## src/rtl/demux1_8_seq.sv

```systemverilog
// Registered 1-to-8 demultiplexer and frame assembler: steers one serial bit per
// valid cycle onto a channel line and emits an 8-bit frame once every channel is written.
module demux1_8_seq #(
    parameter int unsigned NCH     = 8,
    parameter logic [7:0]  RST_VAL = 8'h00
) (
    input  logic       clk,
    input  logic       rst,
    input  logic       din,
    input  logic       din_valid,
    input  logic       auto,
    input  logic [2:0] s,
    input  logic       flush,
    output logic [7:0] y,
    output logic [7:0] frame,
    output logic       frame_valid,
    output logic [2:0] slot,
    output logic [7:0] wr_mask
);

    localparam int unsigned CW = 3;
    localparam int unsigned DW = 8;

    logic [DW-1:0] y_q, y_d;
    logic [DW-1:0] frame_q, frame_d;
    logic          frame_valid_q, frame_valid_d;
    logic [CW-1:0] slot_q, slot_d;
    logic [DW-1:0] wr_mask_q, wr_mask_d;
    logic          auto_prev_q;

    logic          mode_chg_c;
    logic [CW-1:0] ch_c;
    logic [DW-1:0] onehot_c;
    logic [DW-1:0] mask_new_c;
    logic [DW-1:0] y_new_c;

    // A mode switch aborts the partial frame exactly like a flush.
    assign mode_chg_c = auto ^ auto_prev_q;
    assign ch_c       = auto ? slot_q : s;
    assign onehot_c   = DW'(1) << ch_c;
    assign mask_new_c = wr_mask_q | onehot_c;
    assign y_new_c    = (y_q & ~onehot_c) | ({DW{din}} & onehot_c);

    // Next-state logic: flush/mode change beats a write.
    always_comb begin
        y_d           = y_q;
        frame_d       = frame_q;
        frame_valid_d = 1'b0;
        slot_d        = slot_q;
        wr_mask_d     = wr_mask_q;
        if (flush || mode_chg_c) begin
            slot_d    = '0;
            wr_mask_d = '0;
        end else if (din_valid) begin
            y_d = y_new_c;
            if (auto) begin
                slot_d = slot_q + CW'(1);
            end
            if (mask_new_c == {DW{1'b1}}) begin
                frame_d       = y_new_c;
                frame_valid_d = 1'b1;
                wr_mask_d     = '0;
            end else begin
                wr_mask_d = mask_new_c;
            end
        end
    end

    always_ff @(posedge clk) begin
        if (rst) begin
            y_q           <= RST_VAL;
            frame_q       <= RST_VAL;
            frame_valid_q <= 1'b0;
            slot_q        <= '0;
            wr_mask_q     <= '0;
            auto_prev_q   <= 1'b0;
        end else begin
            y_q           <= y_d;
            frame_q       <= frame_d;
            frame_valid_q <= frame_valid_d;
            slot_q        <= slot_d;
            wr_mask_q     <= wr_mask_d;
            auto_prev_q   <= auto;
        end
    end

    assign y           = y_q;
    assign frame       = frame_q;
    assign frame_valid = frame_valid_q;
    assign slot        = slot_q;
    assign wr_mask     = wr_mask_q;

endmodule

```

## config.mk

```make
export PLATFORM = sky130hd
export DESIGN_NAME = demux1_8_seq
export DESIGN_NICKNAME = d
export VERILOG_FILES = /design/src/rtl/demux1_8_seq.sv
export SDC_FILE = /design/constraint.sdc
export NUM_CORES = 1
export LEC_CHECK = 0
export CORE_MARGIN = 5
export CORE_UTILIZATION = 49
export CTS_CLUSTER_SIZE = 40
export DETAILED_ROUTE_END_ITERATION = 8
export PLACE_DENSITY = 0.79
export SKIP_CTS_REPAIR_TIMING = 1
export SYNTH_ARGS = -nofsm -noshare
export SYNTH_HDL_FRONTEND = slang
export SYNTH_SLANG_ARGS = --single-unit
```

## constraint.sdc

```tcl
create_clock -name clk -period 2.3 [get_ports clk]
set_clock_uncertainty 0.1 [all_clocks]
set_input_delay 0.23 -clock clk [delete_from_list [all_inputs] [get_ports clk]]
set_output_delay 0.23 -clock clk [all_outputs]
set_load 0.01 [all_outputs]
```

* Word level (Yosys, flattened, before mapping)
Index checks and enable logic that the tools add are counted.
** Cells by class
- Equal/unequal tests :: 1
- Reduce and logical (&&, ||, !) cells :: 6
- Shift operators :: 1
- Muxes and demuxes :: 3
- Bitwise logic cells :: 8
- Add/subtract/negate cells :: 1
** Operators by type and width (count)
- 8-bit bitwise AND :: 2
- 8-bit OR :: 2
- 8-bit equality test (second input constant) :: 1
- 8-bit two-way mux :: 1
- 8-bit inverter :: 1
- 1-bit by 3-bit << shifter with 8-bit output (first input constant) :: 1
- 2-bit AND reduction :: 2
- 3-bit by 1-bit adder with 3-bit output (second input constant) :: 1
- 3-bit two-way mux :: 1
- 3-bit AND reduction :: 1
- 3-bit OR reduction :: 1
- 1-bit inverter :: 2
- 2-bit OR reduction :: 1
- 1-bit logical OR :: 1
- 1-bit two-way mux :: 1
- 1-bit XOR :: 1
** Storage, ports and cells
- Flip-flop bits (word level) :: 29
- Input port bits :: 9
- Logic and storage cells :: 26
- Output and inout bits :: 28

* Logic depth before layout (Yosys ltp)
Gate-level depths: netlist of run 1.
- Depth in word-level cells :: 5
- Gate-level depth with buffers :: 8

* Worst setup path before layout of run 1
No wires, ideal clock.
- Kind :: reg-to-reg
- From :: reg slot_q[0] (netlist: slot[0])
- To :: reg wr_mask_q[4] (netlist: wr_mask[4])
- Path slack :: 557 ps
- Cell stages (with the launch flop) :: 7
- Required time :: 2078 ps
- Arrival :: 1521 ps
- Path through :: dfxtp_1 mux2_2 nand4_1 a32oi_1 buf_6 a31oi_4 nor2b_4
** Between the ends
- Word-level cells in the longest chain between the ends :: 5
** RTL lines
- from (decl) :: line 27 : logic [CW-1:0] slot_q, slot_d;
- from (signal assigned) :: line 81 : slot_q <= slot_d;
- 3-bit two-way mux * :: line 39 : assign ch_c = auto ? slot_q : s;
- 1-bit by 3-bit << shifter with 8-bit output * :: line 40 : assign onehot_c = DW'(1) << ch_c;
- 8-bit OR * :: line 41 : assign mask_new_c = wr_mask_q | onehot_c;
- 8-bit equality test :: line 59 : if (mask_new_c == {DW{1'b1}}) begin
- 8-bit two-way mux * :: line 59
- to (signal assigned) :: line 82 : wr_mask_q <= wr_mask_d;
- to (decl) :: line 28 : logic [DW-1:0] wr_mask_q, wr_mask_d;
Mark *: on every way between the ends. The rest lies on a longest branch, timed or not.
A chain may end at the register's enable or synchronous reset.

* Worst setup path in the final report of run 1
- From :: in auto
- To :: reg frame_q[6] (netlist: frame[6])
** Between the ends
- Word-level cells in the longest chain between the ends :: 5
- Elaborated cells between the ends (all ways) :: 12
- Classes of those cells :: 1 x eq/ne; 1 x shift; 1 x mux; 7 x bitwise; 2 x reduce/logical
** RTL lines
- from (decl) :: line 11 : input logic auto,
- 3-bit two-way mux :: line 39
- 1-bit by 3-bit << shifter with 8-bit output :: line 40
- 8-bit OR / 8-bit inverter (equally long branches) :: line 41, 42
- 8-bit equality test / 8-bit bitwise AND (equally long branches) :: line 59, 42
- 3-bit AND reduction (no source line) / 8-bit OR (equally long branches)
- to (signal assigned) :: line 79 : frame_q <= frame_d;
- to (decl) :: line 25 : logic [DW-1:0] frame_q, frame_d;
Several ways; a longest one is shown, not always the timed one.

==> results of run 1 <==
[power breakdown]
group	switching, mW	internal (mW)
Clock	0.183	0.177
Combinational	0.0797	0.0773
Sequential	0.00741	0.511
[flip-flops by register name (all words and copies together), names as in the netlist]
signal and count:
auto_prev_q 1, frame 8, frame_valid 1, slot 3
wr_mask 8, y 8
[layout by cell type (no fill, tap or decap), types with 6 or more instances in the layout]
cell type         n
a211oi_1          6
a211oi_2          8
a31oi_1          12
buf_4            24
clkdlybuf4s50_1  36
dfxtp_1          29
mux2i_1           9
nand2_1          12
nor2_1           21
[worst register-to-register path: stages, from the launching register on]
cell and delay (ns):
dfxtp_1 0.52, mux2_2 0.28, nand4_1 0.11, a32oi_1 0.33, buf_4 0.23, a31oi_1 0.11, a211oi_2 0.20
[area by class of cell]
class	count	area, um^2	area share (%)
Clock buffer	7	65.1	3.08
Sequential cell	29	581	27.4
Multi-Input combinational cell	115	866	40.9
Timing Repair Buffer	60	541	25.5
Inverter	1	3.75	0.177
Clock inverter	1	5.00	0.237
Tap cell	44	55.1	2.60
[stage by stage]
stage | std cells | hold WS [ns] | instance area, um^2
3_3_place_gp | 249 | 0.364 | 2040
6_report | 257 | 0.385 | 2120
5_1_grt | 257 | 0.412 | 2120
2_1_floorplan | 158 | 0.392 | 1550
3_5_place_dp | 249 | 0.368 | 2040
4_1_cts | 257 | 0.383 | 2110
[metal layers]
layer | vias up | wire length [um] | GRT usage (%)
met2 | 60 | 1940 | 34.7
met1 | 635 | 1690 | 22.6
met3 | 9 | 255 | 6.80
met5 | - | 0 | 0
met4 | 0 | 48 | 6.60
li1 | 692 | - | -
[cells by family (layout without fill, tap and decap cells)]
group / Yosys count / count (layout)
adder cells (fa/ha/maj): 1 / 1
flip-flops: 29 / 29
XOR/XNOR: 3 / 3
multiplexers: 14 / 14
AND/OR/NAND/NOR: 57 / 57
buffers and inverters: 14 / 69
AO/OA/AOI/OAI: 40 / 40
[how the worst max path moves through the flow]
stage,slack [ns],end,from
2_1_floorplan,0.56,wr_mask[4]$_SDFFE_PP0P_,slot[0]$_SDFFE_PP0P_
3_3_place_gp,-0.11,frame[5]$_SDFFE_PP0P_,auto
3_5_place_dp,-0.23,frame[3]$_SDFFE_PP0P_,auto
4_1_cts,0.08,frame[6]$_SDFFE_PP0P_,auto
5_1_grt,0.07,frame[0]$_SDFFE_PP0P_,auto
6_report,0.19,frame[6]$_SDFFE_PP0P_,auto
==> flow_summary.ini, run 1 <==
[status]
status = finished, final reports clean

[detailed_routing]
routed_wl_mm = 3.94
drtIter0Drc = 89
drcViolationCount = 0
via_count = 1396
wl_per_cell_um = 15.3
antenna_left = 0
dr.pass1.iters = 4
avgViaCountPerCell = 5.43

[clocking]
cts_tree = yes
cts-root-buf = clkbuf_4
htreeDepth = 2
cts.sinks = 29
clock_latency_ns = 0.33
cts_buffers = 5
clkSlewWorstSetupHoldPaths_ns = 0.09
clock_path_buffers = 2

[setup_path]
critPathMaxStageDelay_ns = 0.46
reg2regPathDepth = 6
crit_type = in2reg
critPathRequiredTime_ns = 2.45
timing.rr.start = slot[0]$_SDFFE_PP0P_
critPathBufInv = 4
r2r_end = frame[6]$_SDFFE_PP0P_
cp.arrival_ns = 2.26
critical-path-top-delay-family = buffers and inverters
r2r_setup_slack_ns = 0.34
path_cells = clkdlybuf4s50_1, buf_4, mux2i_1, buf_4, nand4_1, a32oi_1, buf_4, a31oi_1, a211oi_2
path_max_fanout = 9
crit_cells = 9
cp-end-kind = register
cp-start-kind = input pin
crit_path_frequent_cell = buf_4
slowest_stage = clkdlybuf4s50_1

[placement]
hpwl_mm = 2.86
routabilityCongestion = 0.875
preCtsSetupSlack_ns = -0.227
portBuffers = 36

[global_routing]
grtUsageTotal_pct = 20.0
grt_overflow = 0
grt_pass1_wl_mm = 6.76
grt_max_degree = 26
grt_antenna_before_repair = 0
grt_pass1_vias = 1478

[synthesis]
syn-num-nets = 168
synthXorXnorAreaFrac_pct = 1.69
synth_compound_area_share_pct = 22.1
ys_ff_latch = 29
synthSimpleGateAreaFrac_pct = 19.7
async_reset_ff_share_pct = 0
synth_top_family_by_area = compound AO/OA/AOI/OAI gates
synth_most_common_cell = dfxtp_1
synth_common_cells = 29 x dfxtp_1, 21 x nor2_1, 12 x a31oi_1, 12 x nand2_1, 9 x mux2i_1
synth_top_area_share_pct = 37.4
synth_area_leaders = dfxtp_1 37%, a211oi_2 6.4%, mux2i_1 5.8%, nor2_1 5.1%, a31oi_1 4.8%
ys_seq_area_share_pct = 37.4
yosysWarnings = 0
synth_top_area_cell = dfxtp_1
syn_inst = 158
synth_fa_ha_area_share_pct = 0.806
synth-edff-count = 0
syn_area_mm2 = 0.00155
ys.flop_type = dfxtp_1
yosysUniqueCellTypes = 34
syn_avg_cell_area_um2 = 9.83
synth_mux_area_share_pct = 11.4

[sta]
hold_viol = 0
setup_ws_ns = 0.188
maxSlewHeadroom_pct = 75.0
setup_violations = 0
fmaxAchievable_ghz = 0.474
rsz0062_at_grt = no
final.setup.tns_ns = 0
post-route-min-period_ns = 2.11
drv_slew = 0
tightest_slew_ns = 0.375
finalCritPeriodShare_pct = 91.8

[hold_path]
hp-class = reg2reg
holdPathEnd = y[7]$_SDFFE_PP0N_
hp-start = y[7]$_SDFFE_PP0N_
hold-path-cell-count = 2

[layout]
drive_gt1_share_pct = 25.4
final_core_util_pct = 69.3
antenna_cells = 0
n_fill_cell = 269
nets = 222
synthToLayoutAreaGrowth_pct = 36.3

[floorplanning]
core_area_mm2 = 0.00305
fp.dieH_um = 66.3
die_w_um = 66.3
ios = 37
initial_core_util_pct = 50.9
rows = 20
die_area_mm2 = 0.00439

[power_and_ir_drop]
ir_drop_mv = 0.430
powerDensity_mw_per_mm2 = 489
power.total_mw = 1.04
leakagePower_nw = 0.725

[flow_run]
drv_cap = 0
Power figures use the tool's default switching activity.
==> run 2, diff against run 1 <==
CORE_UTILIZATION = 35   (was 49)
PLACE_DENSITY = unset   (was 0.79)
==> flow_summary.ini, run 2 (synthesis results as in run 1) <==
[sta]
rsz0062_at_grt = no
finalCritPeriodShare_pct = 92.6
hold_ws_ns = 0.375
tightest_slew_ns = 0.459
drv_slew = 0
maxSlewHeadroom_pct = 69.1
post-route-min-period_ns = 2.13
fmaxAchievable_ghz = 0.469
hold_viol = 0
setup_violations = 0

[floorplanning]
die_area_mm2 = 0.00587
initial_core_util_pct = 35.9
core_area_mm2 = 0.00432
fp.dieH_um = 76.6
rows = 24
ios = 37
die_w_um = 76.6

[global_routing]
grt_pass1_wl_mm = 7.02
grt_overflow = 0
grtUsageTotal_pct = 14.3
grt_pass1_vias = 1475
grt_antenna_before_repair = 0
grt_max_degree = 26

[layout]
final_common_cell = clkdlybuf4s50_1
layout_common_cells = 36 x clkdlybuf4s50_1, 29 x dfxtp_1, 21 x nor2_1
drive_gt1_share_pct = 23.2
nets = 216
antenna_cells = 0
final_area_mm2 = 0.00211
synthToLayoutAreaGrowth_pct = 36.0
n_fill_cell = 408

[placement]
placed_area_mm2 = 0.00201
routabilityCongestion = 0.893
portBuffers = 36
hpwl_mm = 2.99

[clocking]
clock_latency_ns = 0.28
htreeDepth = 2
cts_tree = yes
cts_buffers = 5
clock_path_buffers = 2
cts-root-buf = clkbuf_8
cts.sinks = 29
clkSlewWorstSetupHoldPaths_ns = 0.06

[setup_path]
crit_type = in2reg
cp.arrival_ns = 2.19
slowest_stage = clkdlybuf4s50_1
critPathRequiredTime_ns = 2.36
cp-end-kind = register
crit_path_frequent_cell = buf_4
critPathMaxStageDelay_ns = 0.49
cp-start-kind = input pin
path_cells = clkdlybuf4s50_1, buf_4, mux2i_1, buf_4, a41oi_1, a32oi_1, and3_2, a211oi_2
path_max_fanout = 8

[detailed_routing]
wl_per_cell_um = 15.9
drcViolationCount = 0
drtIter0Drc = 59
dr.pass1.iters = 4
antenna_left = 0
via_count = 1406
avgViaCountPerCell = 5.43
routed_wl_mm = 4.12

[power_and_ir_drop]
leakagePower_nw = 0.707
powerDensity_mw_per_mm2 = 539
ir_drop_mv = 0.293

[status]
status = finished, final reports clean

[hold_path]
hp-class = reg2reg

[flow_run]
drv_cap = 0
run 2: cell types whose count changed in the layout (fill, tap and decap cells not counted):
| cell | before | now |
|---|---|---|
| clkbuf_4 | 5 | 0 |
| buf_4 | 24 | 18 |
| clkbuf_8 | 2 | 7 |
run 2: worst paths after layout:
| check | from | to | slack (ns) | cells past startpoint |
|---|---|---|---|---|
| hold reg to reg | y[5]$_SDFFE_PP0N_ | y[5]$_SDFFE_PP0N_ | 0.38 | 2 |
| setup reg to reg | slot[0]$_SDFFE_PP0P_ | frame[2]$_SDFFE_PP0P_ | 0.33 | 5 |
| setup / recovery | auto | frame[2]$_SDFFE_PP0P_ | 0.17 | 8 |
| hold / removal | y[5]$_SDFFE_PP0N_ | y[5]$_SDFFE_PP0N_ | 0.38 | 2 |
run 2: metrics by stage:
stage                     instances  utilization, %  setup TNS (ns)  setup WS (ns)  power [mW]
after floorplan                 158               -               0          0.557       0.622
after global placement          251            46.5          -0.979         -0.123       0.678
after detailed placement        251            46.5           -1.95         -0.223       0.682
after CTS                       259            48.8               0         0.0496        1.15
after global routing            259            48.8               0         0.0495        1.19
final                           259            48.8               0          0.170        1.14
run 2: cell type report:
class	count	area (um^2)	area share [%]
sequential	29	581	27.5
inverter	1	3.75	0.178
clock buffer	7	96.3	4.56
multi-input combinational	115	866	41.0
tap	52	65.1	3.08
timing repair buffer	54	495	23.5
clock inverter	1	5.00	0.237
run 2: layer usage:
metal	up-vias	share of wire, %	wire [um]	global-route usage (%)
li1	673	-	-	-
met1	677	45	1860	18.2
met2	49	48	1980	23.0
met3	7	5.7	235	4.14
met4	0	0.99	41	5.07
met5	-	0	0	0
run 2: worst max-delay path, delay by kind of cell:
kind / cells / cell delay, ns
buf+inv: 3 / 0.80
compound gates: 3 / 0.56
simple gates: 1 / 0.40
mux: 1 / 0.20
run 2: power breakdown:
group          switching, mW  internal, mW  total [mW]
combinational         0.0801        0.0723       0.152
clock                  0.196         0.270       0.466
sequential           0.00771         0.511       0.519
==> run 3, diff against run 2 <==
TNS_END_PERCENT = 30   (was unset)
==> results of run 3 <==
Same layout as run 2: the final DEF is identical, and so are final timing and power.
